`src/rtl/div_unit.sv`:
```
// div_unit -- multi-cycle restoring radix-2 divider for DIV/DIVU in the
// execute stage of the 5-stage MIPS pipeline.
//
// The operand magnitudes are divided one quotient bit per cycle. The
// quotient and remainder are then sign-corrected and registered into
// lo_E/hi_E on entry to DONE. alu_ready_E goes to the hazard unit. While it
// is low the execute stage stalls and the memory stage is flushed.
//
// Optional build macro:
//   DIV_EARLY_EXIT_EN - skip the leading-zero bits of |dividend|. The
//                       dividend is pre-shifted and fewer iterations are
//                       run. Results are identical; only latency changes.
//
// Ports:
//   clk          clock, rising edge
//   rst_n        asynchronous active-low reset
//   start_E      DIV/DIVU present in execute stage
//   signed_E     1 = DIV (signed), 0 = DIVU
//   a_E, b_E     dividend / divisor (sampled only in the start cycle)
//   cancel       abort an in-flight division, suppress start in IDLE
//   alu_ready_E  0 = execute stage must stall (combinational)
//   busy         registered, 1 while a division is iterating
//   hi_E         remainder of last completed division
//   lo_E         quotient of last completed division
module div_unit #(
  parameter int unsigned WIDTH = 32
) (
  input  logic             clk,
  input  logic             rst_n,
  input  logic             start_E,
  input  logic             signed_E,
  input  logic [WIDTH-1:0] a_E,
  input  logic [WIDTH-1:0] b_E,
  input  logic             cancel,
  output logic             alu_ready_E,
  output logic             busy,
  output logic [WIDTH-1:0] hi_E,
  output logic [WIDTH-1:0] lo_E
);

  localparam int unsigned CW = $clog2(WIDTH + 1);

  typedef enum logic [1:0] {
    IDLE = 2'd0,
    BUSY = 2'd1,
    DONE = 2'd2
  } state_t;

  state_t           state, state_nxt;
  logic [CW-1:0]    cnt;
  logic [WIDTH-1:0] rem, quo, divisor, a_raw;
  logic             neg_q, neg_r, dz;

  logic             start_ok;
  logic             a_neg, b_neg;
  logic [WIDTH-1:0] a_mag, b_mag;
  logic [CW-1:0]    load_cnt;
  logic [WIDTH-1:0] load_quo;
  logic [WIDTH:0]   shifted, diff;
  logic             ge;
  logic [WIDTH-1:0] rem_step, quo_step;
  logic [WIDTH-1:0] q_fix, r_fix;
  logic             last_step;

`ifdef DIV_EARLY_EXIT_EN
  logic [CW-1:0]    lz;

  // Leading-zero count; WIDTH for an all-zero value.
  function automatic logic [CW-1:0] lead_zeros(input logic [WIDTH-1:0] v);
    lead_zeros = CW'(WIDTH);
    for (int unsigned i = 0; i < WIDTH; i++) begin
      if (v[i]) lead_zeros = CW'(WIDTH - 1 - i);
    end
  endfunction
`endif

  // Operand capture: magnitudes, sign flags and iteration count.
  always_comb begin
    start_ok = start_E & ~cancel;
    a_neg    = signed_E & a_E[WIDTH-1];
    b_neg    = signed_E & b_E[WIDTH-1];
    a_mag    = a_neg ? (~a_E + 1'b1) : a_E;
    b_mag    = b_neg ? (~b_E + 1'b1) : b_E;
`ifdef DIV_EARLY_EXIT_EN
    lz = lead_zeros(a_mag);
    // Leading zeros of the dividend only ever yield zero quotient bits with
    // rem staying 0, so they are skipped. The quotient ends up in the low
    // WIDTH-lz bits, and the zeros shifted in fill the rest.
    if ((a_mag == '0) || (b_E == '0)) begin
      load_cnt = CW'(1);
      load_quo = a_mag;
    end else begin
      load_cnt = CW'(WIDTH) - lz;
      load_quo = a_mag << lz;
    end
`else
    load_cnt = CW'(WIDTH);
    load_quo = a_mag;
`endif
  end

  // One restoring step. The compare/subtract is WIDTH+1 bits wide because
  // the shifted partial remainder can exceed WIDTH bits.
  always_comb begin
    shifted  = {rem, quo[WIDTH-1]};
    diff     = shifted - {1'b0, divisor};
    ge       = (shifted >= {1'b0, divisor});
    rem_step = ge ? diff[WIDTH-1:0] : shifted[WIDTH-1:0];
    quo_step = {quo[WIDTH-2:0], ge};
    // Divide-by-zero bypasses sign correction entirely.
    q_fix    = dz ? '1    : (neg_q ? (~quo_step + 1'b1) : quo_step);
    r_fix    = dz ? a_raw : (neg_r ? (~rem_step + 1'b1) : rem_step);
    last_step = (cnt == CW'(1));
  end

  // Next-state logic.
  always_comb begin
    state_nxt = state;
    case (state)
      IDLE: if (start_ok) state_nxt = BUSY;
      BUSY: begin
        if (cancel)         state_nxt = IDLE;
        else if (last_step) state_nxt = DONE;
      end
      DONE:    state_nxt = IDLE;
      default: state_nxt = IDLE;
    endcase
  end

  // Ready falls in the very cycle start arrives so the hazard unit can stall
  // it. It is forced high while reset is asserted.
  always_comb begin
    alu_ready_E = ~rst_n |
                  ~(((state == IDLE) & start_ok) | (state == BUSY));
  end

  always_ff @(posedge clk or negedge rst_n) begin
    if (!rst_n) begin
      state   <= IDLE;
      busy    <= 1'b0;
      cnt     <= '0;
      rem     <= '0;
      quo     <= '0;
      divisor <= '0;
      a_raw   <= '0;
      neg_q   <= 1'b0;
      neg_r   <= 1'b0;
      dz      <= 1'b0;
      hi_E    <= '0;
      lo_E    <= '0;
    end else begin
      state <= state_nxt;
      busy  <= (state_nxt == BUSY);
      case (state)
        IDLE: begin
          if (start_ok) begin
            cnt     <= load_cnt;
            rem     <= '0;
            quo     <= load_quo;
            divisor <= b_mag;
            a_raw   <= a_E;
            neg_q   <= a_neg ^ b_neg;
            neg_r   <= a_neg;
            dz      <= (b_E == '0);
          end
        end
        BUSY: begin
          if (!cancel) begin
            rem <= rem_step;
            quo <= quo_step;
            cnt <= cnt - 1'b1;
            // Results land on the edge that enters DONE.
            if (last_step) begin
              hi_E <= r_fix;
              lo_E <= q_fix;
            end
          end
        end
        default: ;
      endcase
    end
  end

endmodule

```
`config.mk`:
```
export PLATFORM = sky130hd
export DESIGN_NAME = div_unit
export DESIGN_NICKNAME = d
export VERILOG_FILES = /design/src/rtl/div_unit.sv
export SDC_FILE = /design/constraint.sdc
export NUM_CORES = 1
export LEC_CHECK = 0
export ABC_AREA = 1
export CAP_MARGIN = 20
export CORE_UTILIZATION = 39
export CTS_BUF_LIST = sky130_fd_sc_hd__clkbuf_4
export CTS_CLUSTER_SIZE = 14
export DETAILED_ROUTE_END_ITERATION = 8
export PLACE_DENSITY = 0.56
export SYNTH_ARGS = -nofsm -noshare
export SYNTH_HDL_FRONTEND = slang
export SYNTH_SLANG_ARGS = --single-unit
```
`constraint.sdc`:
```
create_clock -name clk -period 4.3 [get_ports clk]
set_clock_uncertainty 0.05 [all_clocks]
set_input_delay 0.86 -clock clk [delete_from_list [all_inputs] [get_ports clk]]
set_output_delay 0.86 -clock clk [all_outputs]
set_load 0.03 [all_outputs]
```
# After elaboration in Yosys (flattened, before gate mapping)
# Index checks and enable logic that the tools add are counted.
[word_totals]
output_inout_bits = 66
word_cells = 64
inputBits = 69
regBits = 204
[classes]
muxes = 20
n_reduce_logical = 6
magnitude_cmp = 1
eq_ne = 5
add_sub_neg = 6
n_bitwise = 14
[op_table]
columns = ["operator", "n"]
rows = [
  ["two-way mux 32 bit", 11],
  ["adder 32 x 1 -> 32 bit, second input constant", 4],
  ["inverter 32 bit", 4],
  ["one-hot mux 32 bit (2 select lines)", 2],
  [">= comparator 33 x 32 -> 1 bit", 1],
  ["logical NOT 32 bit", 1],
  ["subtractor 32 bit", 1],
  ["two-way mux 6 bit", 2],
  ["one-hot mux 6 bit (2 select lines)", 1],
  ["== test 6 x 1 -> 1 bit, second input constant", 1],
  ["two-way mux 2 bit", 3],
  ["AND reduction 3 bit", 2],
  ["subtractor 6 x 1 -> 6 bit, second input constant", 1],
  ["AND 1 bit", 4],
  ["== test 2 x 1 -> 1 bit, second input constant", 2],
  ["inequality test 2 bit, second input constant", 2],
  ["one-hot mux 2 bit (2 select lines)", 1],
  ["inverter 1 bit", 3],
  ["logical NOT 2 bit", 1],
  ["bitwise OR 1 bit", 2],
  ["AND reduction 2 bit", 1],
  ["nonzero test 2 bit", 1],
  ["XOR 1 bit", 1],
]

# Logic depth before layout (Yosys ltp)
[logic_depth]
ltp_word = 6
mapped_depth = 26
depth_no_buf = 26

# Least setup slack after synthesis
# Ideal clock, no wire load.
[synth_path]
path_type = "register to register"
startpoint = "reg rem[7]"
endpoint = "reg lo_E[26]"
required_ps = 4131
n_path_buf = 0
synth_period_minus_slack_ps = 3232
arrival_ps = 3062
stages_incl_launch_ff = 24
setup_time_ps = 119
path_slack_ps = 1068
cell_sequence = "dfrtp_1 ha_1 nand2_2 inv_2 nand2_1 nand2_1 clkinv_1 nand3_2 nand2_2 nand2_2 nand2_4 nand2_8 inv_2 ha_1 nand2_1 nor2_1 nand4_1 nor2_1 nor2_1 a21oi_1 o21ai_0 xor2_1 o22ai_1 inv_1"
[synth_via]
elab_chain_cells = 5
[synth_lines]
columns = ["element", "line_no", "text"]
rows = [
  ["from (decl)", "51", "logic [WIDTH-1:0] rem, quo, divisor, a_raw;"],
  ["from (signal assigned)", "169", "rem <= rem_step;"],
  [">= comparator 33 x 32 -> 1 bit", "107", "ge = (shifted >= {1'b0, divisor});"],
  ["inverter 32 bit", "111", "q_fix = dz ? '1 : (neg_q ? (~quo_step + 1'b1) : quo_step);"],
  ["adder 32 x 1 -> 32 bit", "111", ""],
  ["two-way mux 32 bit (2 in a row)", "111", ""],
  ["to (signal assigned)", "175", "lo_E <= q_fix;"],
  ["to (decl)", "38", "output logic [WIDTH-1:0] lo_E"],
]
# No other way between the ends.
# A chain may end at the register's enable or synchronous reset.

# Worst setup path in the final report
[layout_path]
startpoint = "reg rem[19]"
endpoint = "reg hi_E[26]"
[layout_via]
elab_chain_cells = 6
word_cells_on_any_way = 7
classes_between = "2 x add/sub; 1 x order compare; 3 x mux; 1 x bitwise"
[layout_lines]
columns = ["element", "line_no", "text"]
rows = [
  ["subtractor 32 bit / >= comparator 33 x 32 -> 1 bit (equally long branches)", "106, 107", ""],
  ["two-way mux 32 bit (*)", "108", "rem_step = ge ? diff[WIDTH-1:0] : shifted[WIDTH-1:0];"],
  ["inverter 32 bit", "112", "r_fix = dz ? a_raw : (neg_r ? (~rem_step + 1'b1) : rem_step);"],
  ["adder 32 x 1 -> 32 bit", "112", ""],
  ["two-way mux 32 bit (*) (2 in a row)", "112", ""],
  ["to (signal assigned)", "174", "hi_E <= r_fix;"],
  ["to (decl)", "37", "output logic [WIDTH-1:0] hi_E,"],
]
# Every way passes the cells marked *; elsewhere a longest branch is shown, timed or not.

==> summary.txt <==
Clock tree
  • Max Root-Sink Buffers: 3
  • H-tree level count: 3
  • TritonCTS clock tree: built
  • Post-CTS Setup Repair Bufs: 0
  • CTS Buf Count: 66
  • Clk slew on worst S/H paths: 70 ps
  • CTS Root Cell: clkbuf_4
  • CTS Sinks: 204
  • Clk_lat worst skew: 740 ps

Logic synthesis
  • Post-synth top cells: 664 x nand2_1, 280 x inv_1, 204 x dfrtp_1
  • Post-synth ARST share: 100.0%
  • Share of the synthesized area in the top cell type: 35.25%
  • Post-Synthesis Cells: 2,153
  • Most frequent cell after synthesis: nand2_1
  • Mapped Nets: 2,261
  • Register area share after synthesis: 35.25%
  • Cell variety after synth: 48
  • Synthesized area: 14,480 sq um
  • EDFF count, synth: 0
  • Synth Flop Type: dfrtp_1
  • Yosys top cell by area: dfrtp_1
  • Top cells by area, synth: dfrtp_1 35%, nand2_1 17%, inv_1 7.3%
  • Mapped Avg Cell Area: 6.726 sq um
  • Ys Warns: 0
  • Synthesized flop and latch total: 204

Critical path
  • Critical path endpoint category: flip-flop
  • Crit path max fanout: 44
  • Crit Path Category: flip-flop to flip-flop
  • WP data required: 4820 ps
  • CP Launch Type: flip-flop
  • Crit path DAT: 4410 ps

Drt
  • DRT antenna net count: 0
  • Via count: 14,720
  • Vias per std cell: 5.209
  • First DRT Iteration DRCs: 1,240
  • Total Routed Length: 51,780 um
  • Drt first pass iters: 5
  • Average wire per standard cell: 18.32 um
  • DRC Markers: 0

STA
  • Final setup fails: 0
  • Fin. max-slew vios: 0
  • Final worst-path cycle share: 90.52%
  • Final Hold Fails: 0
  • Min Tclk post-route: 3892 ps
  • Slew HR: 27.03%
  • Final setup TNS: 0 ps
  • Slew @ Worst Pin: 1095 ps
  • Top achievable clock speed: 0.2569 GHz
  • RSZ-0062 raised after global routing: no

Power and ir drop
  • Sw Pwr: 0.007598 W
  • Pint: 0.006440 W
  • Peak VDD IR: 0.4039 mV
  • Leakage: 8.722 nW
  • Sw Ratio: 54.12%
  • Clock Power Share: 13.8%
  • Seq pwr share: 22.6%
  • Pwr Density: 820.9 nW/um^2
  • Comb pwr share: 63.6%

Floorplanning
  • I/O Pins: 135
  • Die area: 37,900 sq um
  • Row count: 70
  • Starting density of the core: 39.55%
  • Floorplan core area: 36,610 sq um
  • Die H: 194.7 um
  • Die X: 194.7 um

Global route
  • Vias in the first global route: 14,220
  • Gr ovfl total: 0
  • Routing usage on met1: 39.95%
  • Met2 Use GR: 42.23%
  • Largest net degree at the start of global routing: 111
  • Busiest layer in global routing: met2
  • GR Util met3: 4.668%
  • Initial antenna violation count: 2
  • Gr usage total: 27.88%
  • First-pass GRT wire length: 81,280 um

Placement
  • PortBufs: 134
  • RePlAce Congestion: 0.9638
  • Detailed-placement wirelength estimate: 39,140 um
  • DP Cell Count: 2,712

Final layout
  • Area grow syn2layout: 18.09%
  • Fill count: 3,878
  • Cell Count, Final, Fillers Out: 2,826
  • Sequential cell area: 5105 sq um
  • Share of cells above drive strength 1: 9.890%
  • Nets: 2,420
  • Multi-input gate area: 7950 sq um

Run status
  • Status: complete, no violations

Flow run
  • Maxcap violations: 0

Hold path
  • Hold Path Class: input port to asynchronous set/reset pin
[per-stage QoR]
stage                     cell area, sq um  worst slack [ps]  total power, W  hold slack, ps  utilization [%]
final                                17100             407.7         0.01404           280.4            46.71
after global routing                 17100             52.73         0.01527           295.0            46.71
after CTS                            17090             354.8         0.01407           236.3            46.68
after floorplan                      14480              1068        0.009259           393.6                -
after detailed placement             16310             420.0         0.01204           411.7            44.56
after global placement               16310             440.7         0.01200           409.8            44.56
[placed cells by master (no fill, tap or decap), drive strengths merged, types with 19 or more instances in the layout]
cell | synthesis | final
a21oi | 73 | 73
a31oi | 19 | 19
buf | 19 | 30
clkbuf | 54 | 95
clkdlybuf4s50 | 0 | 133
clkinv | 4 | 20
dfrtp | 204 | 204
ha | 38 | 38
inv | 290 | 292
nand2 | 705 | 705
nand3 | 125 | 125
nand4 | 20 | 20
nor2 | 215 | 215
nor3 | 28 | 28
o21ai | 204 | 204
o22ai | 21 | 21
xor2 | 51 | 51
[worst paths after layout]
kind                          start       end  slack [ps]  cells after the start
setup / recovery            rem[19]  hi_E[26]         410                     20
hold / removal                rst_n   rem[19]         280                      2
setup reg to reg            rem[19]  hi_E[26]         410                     20
hold reg to reg            a_raw[0]  a_raw[0]         420                      2
max in group asynchronous     rst_n   lo_E[3]        2500                      3
min in group clk           a_raw[0]  a_raw[0]         420                      2
[state kept, by name (all words and copies together), names as in the netlist]
register and flops:
busy 1, dz 1, hi_E 32, quo 32, lo_E 32, cnt 6, a_raw 32, divisor 32
neg_q 1, state 2, neg_r 1, rem 32
[repair_timing]
item	CTS	global route
setup endpoints to repair	0	2
hold buffers	0	0
hold endpoints to repair	0	0
resized for setup	0	1
[critical path: stages, from the launching register on]
cell and delay (ps):
dfrtp_1 430, ha_1 420, nand2_1 140, nor2_1 300, nand2_1 120, nor2_1 200
nand2_4 100, nand2_8 60, buf_6 350, nand2_1 100, nand2_1 170, ha_1 270
nand3_1 90, nor2_1 190, nand3_1 170, nor3_1 180, nand2_1 70, nand3_1 70
nand3_1 70, nand2_1 80, nand2_1 50
[final cells by class]
class	count	area share (%)
Multi-Input combinational cell	1582	46.49
Antenna cell	2	0.02927
Clock inverter	18	0.4171
Timing Repair Buffer	164	9.205
Inverter	294	6.453
Tap cell	468	3.424
Sequential cell	204	29.85
Clock buffer	94	4.127
[layer usage]
layer,wire (um),up-vias,share of wire [%]
met5,0,-,0
met4,1401,0,2.7
met3,3316,88,6.4
met1,24260,6883,47
li1,-,7235,-
met2,22810,516,44
[power groups by stage]
stage | registers [W] | logic (W) | clock network (W)
floorplan | 0.00353 | 0.00573 | 0
global placement | 0.00317 | 0.00882 | 0
detailed placement | 0.00318 | 0.00886 | 0
CTS | 0.00316 | 0.00890 | 0.00201
global route | 0.00324 | 0.00990 | 0.00212
finish | 0.00317 | 0.00893 | 0.00194
[cells by family (layout without fill, tap and decap cells)]
kind of cell    Yosys count  in the layout  share of synthesized area (%)
compound gates          357            357                          13.58
simple gates           1124           1124                          34.03
xor+xnor                 62             62                          3.750
flops                   204            204                          35.25
fa+ha+maj                39             39                          3.422
buf+inv                 367            570                          9.963
other cells               0              2                              0
(Power assumes the default switching activity.)
